===== config.mk =====
export PLATFORM = sky130hd
export DESIGN_NAME = move_command_gen_flat
export DESIGN_NICKNAME = d
export VERILOG_FILES = /design/src/rtl/move_command_gen_if.sv /design/src/rtl/move_command_gen.sv /design/src/flat_wrapper.sv
export SDC_FILE = /design/constraint.sdc
export NUM_CORES = 1
export LEC_CHECK = 0
export BUFFER_PORTS_ARGS = -buffer_cell sky130_fd_sc_hd__buf_2
export CAP_MARGIN = 0
export CELL_PAD_IN_SITES_DETAIL_PLACEMENT = 0
export CELL_PAD_IN_SITES_GLOBAL_PLACEMENT = 1
export CORE_MARGIN = 2
export CORE_UTILIZATION = 49
export CTS_CLUSTER_DIAMETER = 50
export DETAILED_ROUTE_END_ITERATION = 8
export GPL_ROUTABILITY_DRIVEN = 1
export PLACE_DENSITY_LB_ADDON = 0.1
export SETUP_SLACK_MARGIN = 0.5
export SLEW_MARGIN = 15
export SYNTH_ARGS = -nofsm -noshare
export SYNTH_HDL_FRONTEND = slang
export SYNTH_SLANG_ARGS = --single-unit

===== constraint.sdc =====
create_clock -name clk -period 4.8 [get_ports clk]
set_clock_uncertainty 0.1 [all_clocks]
set_input_delay 0.48 -clock clk [delete_from_list [all_inputs] [get_ports clk]]
set_output_delay 0.48 -clock clk [all_outputs]
set_load 0.005 [all_outputs]

===== src/rtl/move_command_gen_if.sv =====
// Button-to-command signal bundle for move_command_gen.
// Not a valid/ready channel: command is a one-cycle strobe with no backpressure, and the buttons are raw levels.
interface move_command_gen_if;
  logic       btn_left;
  logic       btn_right;
  logic       btn_up;
  logic       btn_down;
  logic       enable;
  logic [2:0] command;
  logic [3:0] btn_state;
  logic       moving;
  logic [1:0] fsm_state;

  modport master (
    output btn_left, btn_right, btn_up, btn_down, enable,
    input  command, btn_state, moving, fsm_state
  );

  modport slave (
    input  btn_left, btn_right, btn_up, btn_down, enable,
    output command, btn_state, moving, fsm_state
  );
endinterface


===== src/rtl/move_command_gen.sv =====
// Debounces four push-buttons, resolves one direction and emits one-cycle
// move commands: an immediate step, then auto-repeat while the button is held.
module move_command_gen #(
  parameter int DEBOUNCE_CYCLES = 250000,
  parameter int REPEAT_DELAY    = 12500000,
  parameter int REPEAT_PERIOD   = 2500000
) (
  input logic              clk,
  input logic              reset,
  move_command_gen_if.slave io
);
  localparam int TMAX = (REPEAT_DELAY > REPEAT_PERIOD) ? REPEAT_DELAY : REPEAT_PERIOD;
  localparam int TW   = (TMAX > 1) ? $clog2(TMAX) : 1;
  localparam int CW   = (DEBOUNCE_CYCLES > 1) ? $clog2(DEBOUNCE_CYCLES) : 1;
  localparam logic [CW-1:0] CNT_LAST    = CW'(DEBOUNCE_CYCLES - 1);
  localparam logic [TW-1:0] DELAY_LOAD  = TW'(REPEAT_DELAY - 1);
  localparam logic [TW-1:0] PERIOD_LOAD = TW'(REPEAT_PERIOD - 1);

  typedef enum logic [1:0] {
    IDLE   = 2'd0,
    DELAY  = 2'd1,
    REPEAT = 2'd2
  } state_e;

  logic [3:0]    raw;
  logic [3:0]    sync1_q, sync2_q;
  logic [3:0]    stable_q, stable_d;
  logic [CW-1:0] cnt_q [4];
  logic [CW-1:0] cnt_d [4];

  assign raw = {io.btn_down, io.btn_up, io.btn_right, io.btn_left};

  // A level change is accepted only after DEBOUNCE_CYCLES consecutive differing samples.
  always_comb begin
    for (int i = 0; i < 4; i++) begin
      cnt_d[i]    = '0;
      stable_d[i] = stable_q[i];
      if (sync2_q[i] != stable_q[i]) begin
        if (cnt_q[i] == CNT_LAST) begin
          stable_d[i] = ~stable_q[i];
        end else begin
          cnt_d[i] = cnt_q[i] + CW'(1);
        end
      end
    end
  end

  always_ff @(posedge clk or posedge reset) begin
    if (reset) begin
      sync1_q  <= '0;
      sync2_q  <= '0;
      stable_q <= '0;
      for (int i = 0; i < 4; i++) cnt_q[i] <= '0;
    end else begin
      sync1_q  <= raw;
      sync2_q  <= sync1_q;
      stable_q <= stable_d;
      for (int i = 0; i < 4; i++) cnt_q[i] <= cnt_d[i];
    end
  end

  logic       h_ok, v_ok;
  logic [2:0] dir;

  // Opposing buttons on one axis cancel that axis; then left > right > up > down.
  always_comb begin
    h_ok = !(stable_q[0] && stable_q[1]);
    v_ok = !(stable_q[2] && stable_q[3]);
    dir  = 3'd0;
    if (h_ok && stable_q[0])      dir = 3'd1;
    else if (h_ok && stable_q[1]) dir = 3'd2;
    else if (v_ok && stable_q[2]) dir = 3'd3;
    else if (v_ok && stable_q[3]) dir = 3'd4;
  end

  state_e      state_q, state_d;
  logic [2:0]  cur_dir_q, cur_dir_d;
  logic [TW-1:0] timer_q, timer_d;
  logic [2:0]  cmd_q, cmd_d;
  logic        moving_q;

  always_comb begin
    state_d   = state_q;
    cur_dir_d = cur_dir_q;
    timer_d   = timer_q;
    cmd_d     = 3'd0;
    case (state_q)
      IDLE: begin
        if (io.enable && dir != 3'd0) begin
          cmd_d     = dir;
          cur_dir_d = dir;
          timer_d   = DELAY_LOAD;
          state_d   = DELAY;
        end
      end
      DELAY, REPEAT: begin
        if (!io.enable || dir == 3'd0) begin
          state_d = IDLE;
        end else if (dir != cur_dir_q) begin
          cmd_d     = dir;
          cur_dir_d = dir;
          timer_d   = DELAY_LOAD;
          state_d   = DELAY;
        end else if (timer_q == '0) begin
          cmd_d   = cur_dir_q;
          timer_d = PERIOD_LOAD;
          state_d = REPEAT;
        end else begin
          timer_d = timer_q - TW'(1);
        end
      end
      default: state_d = IDLE;
    endcase
  end

  always_ff @(posedge clk or posedge reset) begin
    if (reset) begin
      state_q   <= IDLE;
      cur_dir_q <= 3'd0;
      timer_q   <= '0;
      cmd_q     <= 3'd0;
      moving_q  <= 1'b0;
    end else begin
      state_q   <= state_d;
      cur_dir_q <= cur_dir_d;
      timer_q   <= timer_d;
      cmd_q     <= cmd_d;
      moving_q  <= (state_d != IDLE);
    end
  end

  assign io.command   = cmd_q;
  assign io.btn_state = stable_q;
  assign io.moving    = moving_q;
  assign io.fsm_state = state_q;
endmodule


===== src/flat_wrapper.sv =====
// flat-port wrapper written by rule: the top's interface ports become plain ports
module move_command_gen_flat 
#(
  parameter int DEBOUNCE_CYCLES = 250000,
  parameter int REPEAT_DELAY    = 12500000,
  parameter int REPEAT_PERIOD   = 2500000
)
  (clk, reset, io_btn_left, io_btn_right, io_btn_up, io_btn_down, io_enable, io_command, io_btn_state, io_moving, io_fsm_state);
  move_command_gen_if io_i ();
  input logic clk;
  input logic reset;
  input wire logic [$bits(io_i.btn_left)-1:0] io_btn_left;
  input wire logic [$bits(io_i.btn_right)-1:0] io_btn_right;
  input wire logic [$bits(io_i.btn_up)-1:0] io_btn_up;
  input wire logic [$bits(io_i.btn_down)-1:0] io_btn_down;
  input wire logic [$bits(io_i.enable)-1:0] io_enable;
  output wire logic [$bits(io_i.command)-1:0] io_command;
  output wire logic [$bits(io_i.btn_state)-1:0] io_btn_state;
  output wire logic [$bits(io_i.moving)-1:0] io_moving;
  output wire logic [$bits(io_i.fsm_state)-1:0] io_fsm_state;
  assign io_i.btn_left = io_btn_left;
  assign io_i.btn_right = io_btn_right;
  assign io_i.btn_up = io_btn_up;
  assign io_i.btn_down = io_btn_down;
  assign io_i.enable = io_enable;
  assign io_command = io_i.command;
  assign io_btn_state = io_i.btn_state;
  assign io_moving = io_i.moving;
  assign io_fsm_state = io_i.fsm_state;
  move_command_gen #(.DEBOUNCE_CYCLES(DEBOUNCE_CYCLES), .REPEAT_DELAY(REPEAT_DELAY), .REPEAT_PERIOD(REPEAT_PERIOD)) u_core (.clk(clk), .reset(reset), .io(io_i));
endmodule

==> reports/results.ini, run 1 <==
[status]
outcome = finished, final reports clean

[worst_setup_path]
crit_chain = inv_1 > ha_1 > or4b_2 > or4_4 > nor3_2 > o21ai_1 > and2_1
slowest_delay_ns = 0.62
crit_family = simple AND/OR/NAND/NOR gates
endpoint_kind = flip-flop
crit_path_start_kind = flip-flop
rrSetupSlack_ns = 1.40
worst_r2r_path_depth = 7
cp_data_required_time_ns = 5.00
crit_fanout = 14
r2r_start = u_core.timer_q[0]$_DFFE_PP0P_
reg2reg_to = u_core.timer_q[6]$_DFFE_PP0P_
cp.depth = 7
worstSetupPathType = reg -> reg
cp.arrival_ns = 3.60
cpMaxStageDelayCell = nor3_2
cp_num_buf_inv = 1

[pwr]
switching_power_mw = 0.518
power.internal_mw = 1.80
p_per_area_nw_per_um2 = 357
pwr-share-seq = 0.439
ir_drop_mv = 0.287
pwr-share-clk = 0.535
swShare = 0.223
p_leak_nw = 2.86
power_frac_comb = 0.027

[placement]
dpl_cell_area_um2 = 5900
io_buffers = 16
globalplace.congestion = 0.853
dp_hpwl_mm = 7.15

[clocking]
cts-resized-gates = 0
cts_made_buffers = 17
root_buffer = clkbuf_16
clk_pin_slew_ns = 0.06
cts.path.max_buffers = 2
cts-hold-fix-buffers = 0
insertion_delay_ns = 0.42
cts.sinks = 117
cts_tree = built
postCtsSetupRepairBufs = 0
htree_levels = 4

[detailed_routing]
viasPerCell = 5.41
routed_wl_mm = 10.7
drt_iter0_markers = 192
drc = 0
drt_first_pass_iters = 4
ant_nets = 0
vias = 4111
avgRoutedWirePerCell_um = 14.1

[synth]
synth_edf_count = 0
syn_area_um2 = 5690
avgSynthCellArea_um2 = 9.76
synthTopCellsByArea = dfrtp_1, nor2_1, xnor2_1
synth_top_area_frac = 0.514
synth_flop_cell = dfrtp_1
yosysMostFrequentCell = dfrtp_1
seq_area_frac_synth = 0.514
yosys.area.top_type = dfrtp_1
synth_cells = 583
ys_warn_count = 0
synth_common_cells = dfrtp_1, nor2_1, nand3_1
synth-seq-cells = 117
yosysUniqueCellTypes = 49
syn-num-nets = 597
ys_async_sr_fraction = 1.00

[min_path]
hold_depth = 1
hold_start = io_btn_right
hold_path_class = in -> reg
worst_hold_path.endpoint = u_core.sync1_q[1]$_DFF_PP0_

[flow_run]
cap_violations = 0

[grt]
track_usage = 0.188
grt-ovfl-total = 0
grt_pass1_wl_mm = 19.1
grt_start_max_net_pins = 80
grt_pass1_vias = 4109
antenna_found_initial = 0

[floorplanning]
coreArea_um2 = 11400
initial_utilization = 0.501
rows = 39
die_width_um = 112
die_area_um2 = 12500
ios = 17
die_h_um = 112

[timing]
setup_tns_ns = 0
fmax_mhz = 294
hold_violations = 0
finalMaxSlewViolations = 0
worstMarginPinSlew_ns = 1.10
setup_viol = 0
finalCritPeriodShare = 0.709
period_minus_slack_ns = 3.40
relSlewSlack = 0.265
rsz0062_at_grt = false

[cells_and_area]
multi_input_area_um2 = 2640
drive_gt1_frac = 0.109
area_growth_pct = 14.1
final_area_um2 = 6490
nFillCells = 995
ff_latch_area_um2 = 2930
nets = 618
antennaDiodeCount = 0

state kept, by name, indices dropped and copies added (netlist names):
register and cells:
u_core.cnt_q 72, u_core.timer_q 24, u_core.io.btn_state 4, u_core.sync1_q 4, u_core.sync2_q 4, u_core.cur_dir_q 3, u_core.io.command 3, u_core.io.fsm_state 2
u_core.io.moving 1
stage by stage:
stage	setup slack [ns]	utilization	cells	power, mW	hold WS [ns]
floorplan	1.12	-	583	1.08	0.231
CTS	1.34	0.571	760	2.35	0.0521
global placement	1.44	0.519	728	1.10	0.235
global route	1.13	0.571	760	2.41	0.0525
finish	1.40	0.571	760	2.32	0.0678
detailed placement	1.36	0.519	728	1.10	0.244
power groups by stage:
stage	registers (mW)	logic, mW	clock network [mW]
floorplan	1.03	0.0481	0
detailed placement	1.04	0.0639	0
CTS	1.02	0.0643	1.27
global placement	1.03	0.0625	0
global route	1.02	0.0734	1.31
finish	1.02	0.0616	1.24
logic make-up (layout without fill, tap and decap cells):
group	after synthesis	count (layout)	synth area share
simple gates	294	294	0.259
flops	117	117	0.514
xor+xnor	82	82	0.126
compound gates	44	44	0.0481
buf+inv	31	65	0.0213
mux	8	8	0.0156
fa+ha+maj	7	7	0.0154
layer usage:
layer / share of wire / up-vias / track usage / wire length, um
li1: - / 2041 / - / -
met1: 0.49 / 2006 / 0.248 / 5230
met2: 0.46 / 55 / 0.293 / 4960
met3: 0.037 / 9 / 0.0599 / 394
met4: 0.014 / 0 / 0.0683 / 152
met5: 0 / - / 0 / 0
area by class of cell:
type,count,share of cell area
flip-flops and latches,117,0.451
multi-input cells,435,0.407
clock buffers,18,0.0676
well taps,143,0.0276
clock inverters,14,0.0237
repair buffers,17,0.0135
inverters,16,0.00963
how the worst max path moves through the flow:
stage	from	endpoint
2_1_floorplan	reset	u_core.cnt_q[0]$_DFF_PP0_
3_3_place_gp	u_core.timer_q[0]$_DFFE_PP0P_	u_core.timer_q[9]$_DFFE_PP0P_
3_5_place_dp	u_core.timer_q[0]$_DFFE_PP0P_	u_core.timer_q[9]$_DFFE_PP0P_
4_1_cts	u_core.timer_q[0]$_DFFE_PP0P_	u_core.timer_q[6]$_DFFE_PP0P_
5_1_grt	u_core.timer_q[0]$_DFFE_PP0P_	u_core.timer_q[6]$_DFFE_PP0P_
6_report	u_core.timer_q[0]$_DFFE_PP0P_	u_core.timer_q[6]$_DFFE_PP0P_
cells in the final DEF, fill, tap and decap left out, types with 8 or more instances in the layout:
master | Yosys | final
nor4_1 | 15 | 15
dfrtp_1 | 117 | 117
o21ai_0 | 12 | 12
nor3_1 | 17 | 17
and3_1 | 14 | 14
clkbuf_16 | 0 | 17
a21oi_1 | 12 | 12
buf_2 | 1 | 16
xor2_1 | 41 | 41
nor2_1 | 100 | 100
xnor2_1 | 41 | 41
nand2_1 | 41 | 41
nand3_1 | 46 | 46
or3_1 | 8 | 8
inv_1 | 16 | 15
Power figures use the tool's default switching activity.
==> run 2, diff against run 1 <==
ABC_AREA = 1   (was not set)
CORE_UTILIZATION = 42   (was 49)
clock period = 3.1 ns   (was 4.8 ns; I/O delays follow)
==> run 2 against run 1 <==
Compared with the run above:
- non-clock buffer count is 9 higher
- sequential share of layout area is 5.8 points lower
- wire length is 37% higher
- die area is 31% higher
- largest power group unchanged
==> reports/results.ini, run 2 <==
[status]
outcome = finished, final reports clean  ; unchanged

[floorplanning]
die_width_um = 128  ; was 112 um
initial_utilization = 0.427  ; was 0.501
rows = 45  ; was 39
ios = 17  ; unchanged
die_h_um = 128  ; was 112 um
coreArea_um2 = 15100  ; was 11400 um^2
die_area_um2 = 16400  ; was 12500 um^2

[clocking]
cts-resized-gates = 0  ; unchanged
cts.path.max_buffers = 2  ; unchanged
root_buffer = clkbuf_16  ; unchanged
insertion_delay_ns = 0.43  ; was 0.42 ns
clk_pin_slew_ns = 0.06  ; about the same
cts_made_buffers = 17  ; unchanged
cts.sinks = 117  ; unchanged
cts_tree = built  ; unchanged
htree_levels = 4  ; unchanged

[timing]
rsz0062_at_grt = false  ; unchanged
setup_tns_ns = 0  ; unchanged
hold_violations = 0  ; unchanged
worstMarginPinSlew_ns = 0.888  ; was 1.10 ns
period_minus_slack_ns = 2.30  ; was 3.40 ns
finalMaxSlewViolations = 0  ; unchanged
finalCritPeriodShare = 0.741  ; was 0.709
fmax_mhz = 435  ; was 294 MHz
relSlewSlack = 0.407  ; was 0.265
setup_viol = 0  ; unchanged

[grt]
track_usage = 0.196  ; was 0.188
antenna_found_initial = 0  ; unchanged
grt_pass1_vias = 5435  ; was 4109
grt_start_max_net_pins = 41  ; was 80
grt-ovfl-total = 0  ; unchanged
grt_pass1_wl_mm = 25.5  ; was 19.1 mm

[synth]
synth_common_cells = nand2_1, nor2_1, dfrtp_1, inv_1, nand3_1  ; was dfrtp_1, nor2_1, nand3_1
synth-seq-cells = 117  ; unchanged
yosys.area.top_type = dfrtp_1  ; unchanged
syn_area_um2 = 6470  ; was 5690 um^2
syn-num-nets = 863  ; was 597
yosysMostFrequentCell = nand2_1  ; was dfrtp_1
seq_area_frac_synth = 0.452  ; was 0.514
ys_async_sr_fraction = 1.00  ; unchanged
synth_top_area_frac = 0.452  ; was 0.514
synth_cells = 849  ; was 583
synth_flop_cell = dfrtp_1  ; unchanged
synth_edf_count = 0  ; unchanged
ys_warn_count = 0  ; unchanged
synthTopCellsByArea = dfrtp_1, nand2_1, nor2_1  ; was dfrtp_1, nor2_1, xnor2_1
avgSynthCellArea_um2 = 7.62  ; was 9.76 um^2
yosysUniqueCellTypes = 37  ; was 49

[placement]
dpl_cell_area_um2 = 6780  ; was 5900 um^2
globalplace.congestion = 0.844  ; was 0.853
dp_hpwl_mm = 10.7  ; was 7.15 mm
io_buffers = 16  ; unchanged

[detailed_routing]
drt_iter0_markers = 379  ; was 192
viasPerCell = 5.09  ; was 5.41
drt_first_pass_iters = 5  ; was 4
drc = 0  ; unchanged
vias = 5511  ; was 4111
avgRoutedWirePerCell_um = 13.6  ; was 14.1 um
routed_wl_mm = 14.7  ; was 10.7 mm
ant_nets = 0  ; unchanged

[cells_and_area]
antennaDiodeCount = 0  ; unchanged
mostFrequentLayoutCells = nand2_1, nor2_1, dfrtp_1  ; was dfrtp_1, nor2_1, nand3_1
regMostFlops = u_core.cnt_q  ; unchanged
final_area_um2 = 7450  ; was 6490 um^2
area_growth_pct = 15.1  ; was 14.1%
final_common_cell = nand2_1  ; was dfrtp_1
top_regs = u_core.cnt_q x72, u_core.timer_q x24  ; unchanged
nets = 895  ; was 618
drive_gt1_frac = 0.0839  ; was 0.109
largest_reg_flops = 72  ; unchanged
nFillCells = 1480  ; was 995

[pwr]
pwr-share-seq = 0.420  ; was 0.439
swShare = 0.207  ; was 0.223
switching_power_mw = 0.768  ; was 0.518 mW
fin_total_pwr_mw = 3.72  ; was 2.32 mW
power_frac_comb = 0.024  ; was 0.027
ir_drop_mv = 0.380  ; was 0.287 mV
p_leak_nw = 3.58  ; was 2.86 nW
power.internal_mw = 2.95  ; was 1.80 mW
p_per_area_nw_per_um2 = 499  ; was 357 nW/um^2
pwr-share-clk = 0.556  ; was 0.535

[worst_setup_path]
crit_fanout = 31  ; was 14
cp.arrival_ns = 2.48  ; was 3.60 ns
cp_data_required_time_ns = 3.29  ; was 5.00 ns
crit_path_start_kind = flip-flop  ; unchanged
endpoint_kind = flip-flop  ; unchanged
worstSetupPathType = reg -> reg  ; unchanged
worst_r2r_path_depth = 9  ; was 7

[flow_run]
cap_violations = 0  ; unchanged

[min_path]
hold_depth = 3  ; was 1
hold_path_class = in -> reg  ; unchanged

## run 2: changes by cell type after synthesis, moves of 14 or more
| cell | change |
|---|---|
| nand2_1 | +150 |
| inv_1 | +83 |
| nor2_1 | +40 |
| xnor2_1 | -33 |
| nand3_1 | +32 |
| nand4_1 | +23 |
| nor3_1 | +15 |
| and3_1 | -14 |
## run 2: timing repair
item,CTS,global route
buffers inserted,0,0
hold buffers,5,0
endpoints found under the hold margin,40,0
## run 2: cell families (layout without fill, tap and decap cells)
logic type | Yosys count | after routing | share of synthesized area
AO/OA/AOI/OAI | 43 | 43 | 0.0389
flip-flops | 117 | 117 | 0.452
buffers and inverters | 115 | 160 | 0.0682
XOR/XNOR | 46 | 46 | 0.0622
adder cells (fa/ha/maj) | 7 | 7 | 0.0135
AND/OR/NAND/NOR | 521 | 521 | 0.365
## run 2: per-stage QoR
| step | hold slack, ns | utilization | worst slack [ns] | instances |
|---|---|---|---|---|
| after CTS | 0.0679 | 0.492 | 0.814 | 1082 |
| after global placement | 0.233 | 0.448 | 0.960 | 1045 |
| after global routing | 0.0713 | 0.492 | 0.649 | 1082 |
| after floorplan | 0.231 | - | 1.20 | 849 |
| after detailed placement | 0.248 | 0.448 | 0.831 | 1045 |
| final | 0.0811 | 0.492 | 0.803 | 1082 |
## run 2: layer usage
layer | part of all wire | global-route usage
met4 | 0.025 | 0.0795
met1 | 0.48 | 0.255
met2 | 0.46 | 0.311
met3 | 0.042 | 0.0551
met5 | 0 | 0
## run 2: power by group through the flow
stage	clock network, mW	registers, mW	logic, mW
6_report	2.07	1.56	0.0876
5_1_grt	2.20	1.56	0.104
4_1_cts	2.11	1.56	0.0924
3_5_place_dp	0	1.59	0.0872
3_3_place_gp	0	1.59	0.0858
2_1_floorplan	0	1.58	0.0565
## run 2: cell type report
cell class              instances  area (um^2)  area share
clock buffers                  22          464      0.0623
inverters                     102          387      0.0519
well taps                     188          235      0.0316
clock inverters                10          153      0.0205
flip-flops and latches        117         2930       0.393
multi-input cells             617         3100       0.417
repair buffers                 26          180      0.0242
## run 2: worst max-delay path, cell delays in order, from the launching register on
cell	delay [ns]
dfrtp_1	0.40
inv_1	0.06
ha_1	0.44
nor2_1	0.26
nand2_1	0.08
nand2_1	0.09
buf_4	0.32
nand2_1	0.12
o21ai_0	0.18
nand3_1	0.10
## run 2: worst paths after layout
check                      slack [ns]                                 end                        startpoint
setup reg to reg                 0.80      u_core.timer_q[21]$_DFFE_PP0P_  u_core.io.fsm_state[0]$_DFF_PP0_
hold reg to reg                  0.26         u_core.sync2_q[0]$_DFF_PP0_       u_core.sync1_q[0]$_DFF_PP0_
max in group asynchronous        1.63          u_core.cnt_q[10]$_DFF_PP0_                             reset
setup / recovery                 0.80      u_core.timer_q[21]$_DFFE_PP0P_  u_core.io.fsm_state[0]$_DFF_PP0_
min in group asynchronous        0.51  u_core.io.btn_state[1]$_DFFE_PP0P_                             reset
hold / removal                   0.08      u_core.io.command[0]$_DFF_PP0_                         io_enable
==> run 3, diff against run 2 <==
CORE_UTILIZATION = 47   (was 42)
clock period = 2.4 ns   (was 3.1 ns; I/O delays follow)
==> run 3 against run 2 <==
Compared with the run above:
- sequential share of layout area down 2.1 points
- fmax is 26% higher
- global-route usage is 1.9 points higher
- critical path depth shrank 1
- sequential power increased by 29%
- clock power grew 20%
- non-clock buffer count up 29
- final cell count rose by 1.6%
- register-to-register slack got worse by 0.23 ns
- final area is 5.7% higher
==> reports/results.ini, run 3 (synthesis gave the netlist of run 2 again) <==
[placement]
globalplace.congestion = 0.889  ; was 0.844
io_buffers = 16  ; unchanged
dp_hpwl_mm = 10.2  ; was 10.7 mm

[detailed_routing]
ant_nets = 0  ; unchanged
viasPerCell = 5.15  ; was 5.09
vias = 5658  ; was 5511
drt_first_pass_iters = 5  ; unchanged
drt_iter0_markers = 357  ; was 379
drc = 0  ; unchanged
routed_wl_mm = 15.0  ; was 14.7 mm
avgRoutedWirePerCell_um = 13.6  ; about the same

[clocking]
cts_made_buffers = 17  ; unchanged
clk_pin_slew_ns = 0.06  ; about the same
cts.sinks = 117  ; unchanged
root_buffer = clkbuf_16  ; unchanged
insertion_delay_ns = 0.41  ; was 0.43 ns
cts.path.max_buffers = 2  ; unchanged
htree_levels = 4  ; unchanged
cts_tree = built  ; unchanged

[status]
outcome = finished, final reports clean  ; unchanged

[worst_setup_path]
cp.arrival_ns = 2.03  ; was 2.48 ns
cp_data_required_time_ns = 2.60  ; was 3.29 ns
crit_family = simple AND/OR/NAND/NOR gates  ; unchanged
slowest_delay_ns = 0.38  ; was 0.44 ns
cpMaxStageDelayCell = dfrtp_1  ; was ha_1
crit_chain = inv_1 > ha_4 > nand3_4 > nor2_4 > nand4_1 > buf_4 > a21oi_4 > nor2_1  ; was inv_1 > ha_1 > nor2_1 > nand2_1 > nand2_1 > buf_4 > nand2_1 > o21ai_0 > nand3_1
endpoint_kind = flip-flop  ; unchanged
crit_path_start_kind = flip-flop  ; unchanged
cp_num_buf_inv = 2  ; unchanged
crit_fanout = 5  ; was 31
worstSetupPathType = reg -> reg  ; unchanged

[cells_and_area]
antennaDiodeCount = 0  ; unchanged
top_regs = u_core.cnt_q x72, u_core.timer_q x24  ; unchanged
largest_reg_flops = 72  ; unchanged
drive_gt1_frac = 0.159  ; was 0.0839
regMostFlops = u_core.cnt_q  ; unchanged
finish.utilization = 0.590  ; was 0.492
mostFrequentLayoutCells = nand2_1, nor2_1, dfrtp_1  ; unchanged
nets = 924  ; was 895
final_common_cell = nand2_1  ; unchanged
area_growth_pct = 21.7  ; was 15.1%

[floorplanning]
die_h_um = 121  ; was 128 um
die_width_um = 121  ; was 128 um
coreArea_um2 = 13300  ; was 15100 um^2
rows = 42  ; was 45
ios = 17  ; unchanged
die_area_um2 = 14700  ; was 16400 um^2
initial_utilization = 0.485  ; was 0.427

[timing]
finalMaxSlewViolations = 0  ; unchanged
worstMarginPinSlew_ns = 0.540  ; was 0.888 ns
relSlewSlack = 0.639  ; was 0.407
finalCritPeriodShare = 0.762  ; was 0.741
rsz0062_at_grt = true  ; was false
hold_violations = 0  ; unchanged
setup_viol = 0  ; unchanged
period_minus_slack_ns = 1.83  ; was 2.30 ns
setup_tns_ns = 0  ; unchanged
fmax_mhz = 547  ; was 435 MHz

[pwr]
p_per_area_nw_per_um2 = 587  ; was 499 nW/um^2
pwr-share-clk = 0.537  ; was 0.556
fin_total_pwr_mw = 4.62  ; was 3.72 mW
power.internal_mw = 3.64  ; was 2.95 mW
switching_power_mw = 0.987  ; was 0.768 mW
ir_drop_mv = 0.500  ; was 0.380 mV
pwr-share-seq = 0.436  ; was 0.420
swShare = 0.213  ; was 0.207
power_frac_comb = 0.026  ; was 0.024
p_leak_nw = 3.75  ; was 3.58 nW

[grt]
antenna_found_initial = 0  ; unchanged
grt_start_max_net_pins = 59  ; was 41
grt_pass1_wl_mm = 25.3  ; was 25.5 mm
track_usage = 0.216  ; was 0.196
grt_pass1_vias = 5329  ; was 5435
grt-ovfl-total = 0  ; unchanged

[flow_run]
cap_violations = 0  ; unchanged

[min_path]
hold_path_class = in -> reg  ; unchanged

-- run 3: changes by cell type in the layout (fill, tap and decap cells not counted), moves of 3 or more --
cell     change
nand3_2      +4
nor2_1       -8
nand2_4      +6
buf_4       +25
nand3_1      -7
nand2_1      -8
ha_1         -3
nor2_4       +6
dfrtp_2      +5
buf_12       +3
nand3_4      +3
inv_1        -8
inv_2        +7
dfrtp_1      -5
-- run 3: metal layers --
metal,GRT usage,vias to the layer above,wire length [um]
met2,0.348,84,7160
li1,-,2878,-
met4,0.0639,0,207
met1,0.288,2679,7110
met3,0.0526,17,499
met5,0,-,0
-- run 3: timing repair --
action                                 4_1_cts  5_1_grt
pin swaps                                    4       10
endpoints found under the hold margin       23        0
gates resized for setup                      9       56
cloned                                       0        0
setup endpoints to repair                   33       59
hold buffers                                 5        0
setup buffers                               11       18
-- run 3: worst paths after layout --
| path | to | start | slack, ns | depth (start not counted) |
|---|---|---|---|---|
| setup / recovery | u_core.timer_q[5]$_DFFE_PP0P_ | u_core.timer_q[0]$_DFFE_PP0P_ | 0.57 | 8 |
| hold / removal | u_core.io.command[0]$_DFF_PP0_ | io_enable | 0.03 | 3 |
| setup reg to reg | u_core.timer_q[5]$_DFFE_PP0P_ | u_core.timer_q[0]$_DFFE_PP0P_ | 0.57 | 8 |
| hold reg to reg | u_core.sync2_q[2]$_DFF_PP0_ | u_core.sync1_q[2]$_DFF_PP0_ | 0.25 | 0 |
| max in group asynchronous | u_core.io.btn_state[0]$_DFFE_PP0P_ | reset | 1.21 | 4 |
| min in group asynchronous | u_core.cnt_q[28]$_DFF_PP0_ | reset | 0.32 | 3 |
-- run 3: power groups by stage --
stage | logic, mW | registers (mW) | clock network [mW]
after detailed placement | 0.112 | 2.05 | 0
after global placement | 0.110 | 2.05 | 0
final | 0.121 | 2.02 | 2.49
after global routing | 0.143 | 2.02 | 2.61
after CTS | 0.122 | 2.02 | 2.53
after floorplan | 0.0730 | 2.05 | 0
-- run 3: worst register-to-register path, delay by kind of cell, from the launching register on --
| kind | cells | cell delay [ns] |
|---|---|---|
| adders and majority gates | 1 | 0.18 |
| buffers and inverters | 2 | 0.34 |
| DFF | 1 | 0.38 |
| and+or+nand+nor | 4 | 0.56 |
| AOI/OAI and AO/OA | 1 | 0.17 |
-- run 3: final cells by class --
class,count,area (um^2)
inverters,102,390
multi-input cells,617,3310
repair buffers,55,439
clock buffers,23,478
clock inverters,9,101
well taps,176,220
flip-flops and latches,117,2930
fillers,1223,5470
-- run 3: stage by stage --
step                hold WS, ns  setup WS (ns)  std cells  area [um^2]
finish                   0.0296          0.571       1099         7880
global placement          0.212          0.402       1033         6780
global route             0.0459          0.466       1099         7880
CTS                     0.00176          0.503       1081         7540
floorplan                 0.171          0.526        849         6480
detailed placement        0.219          0.368       1033         6780
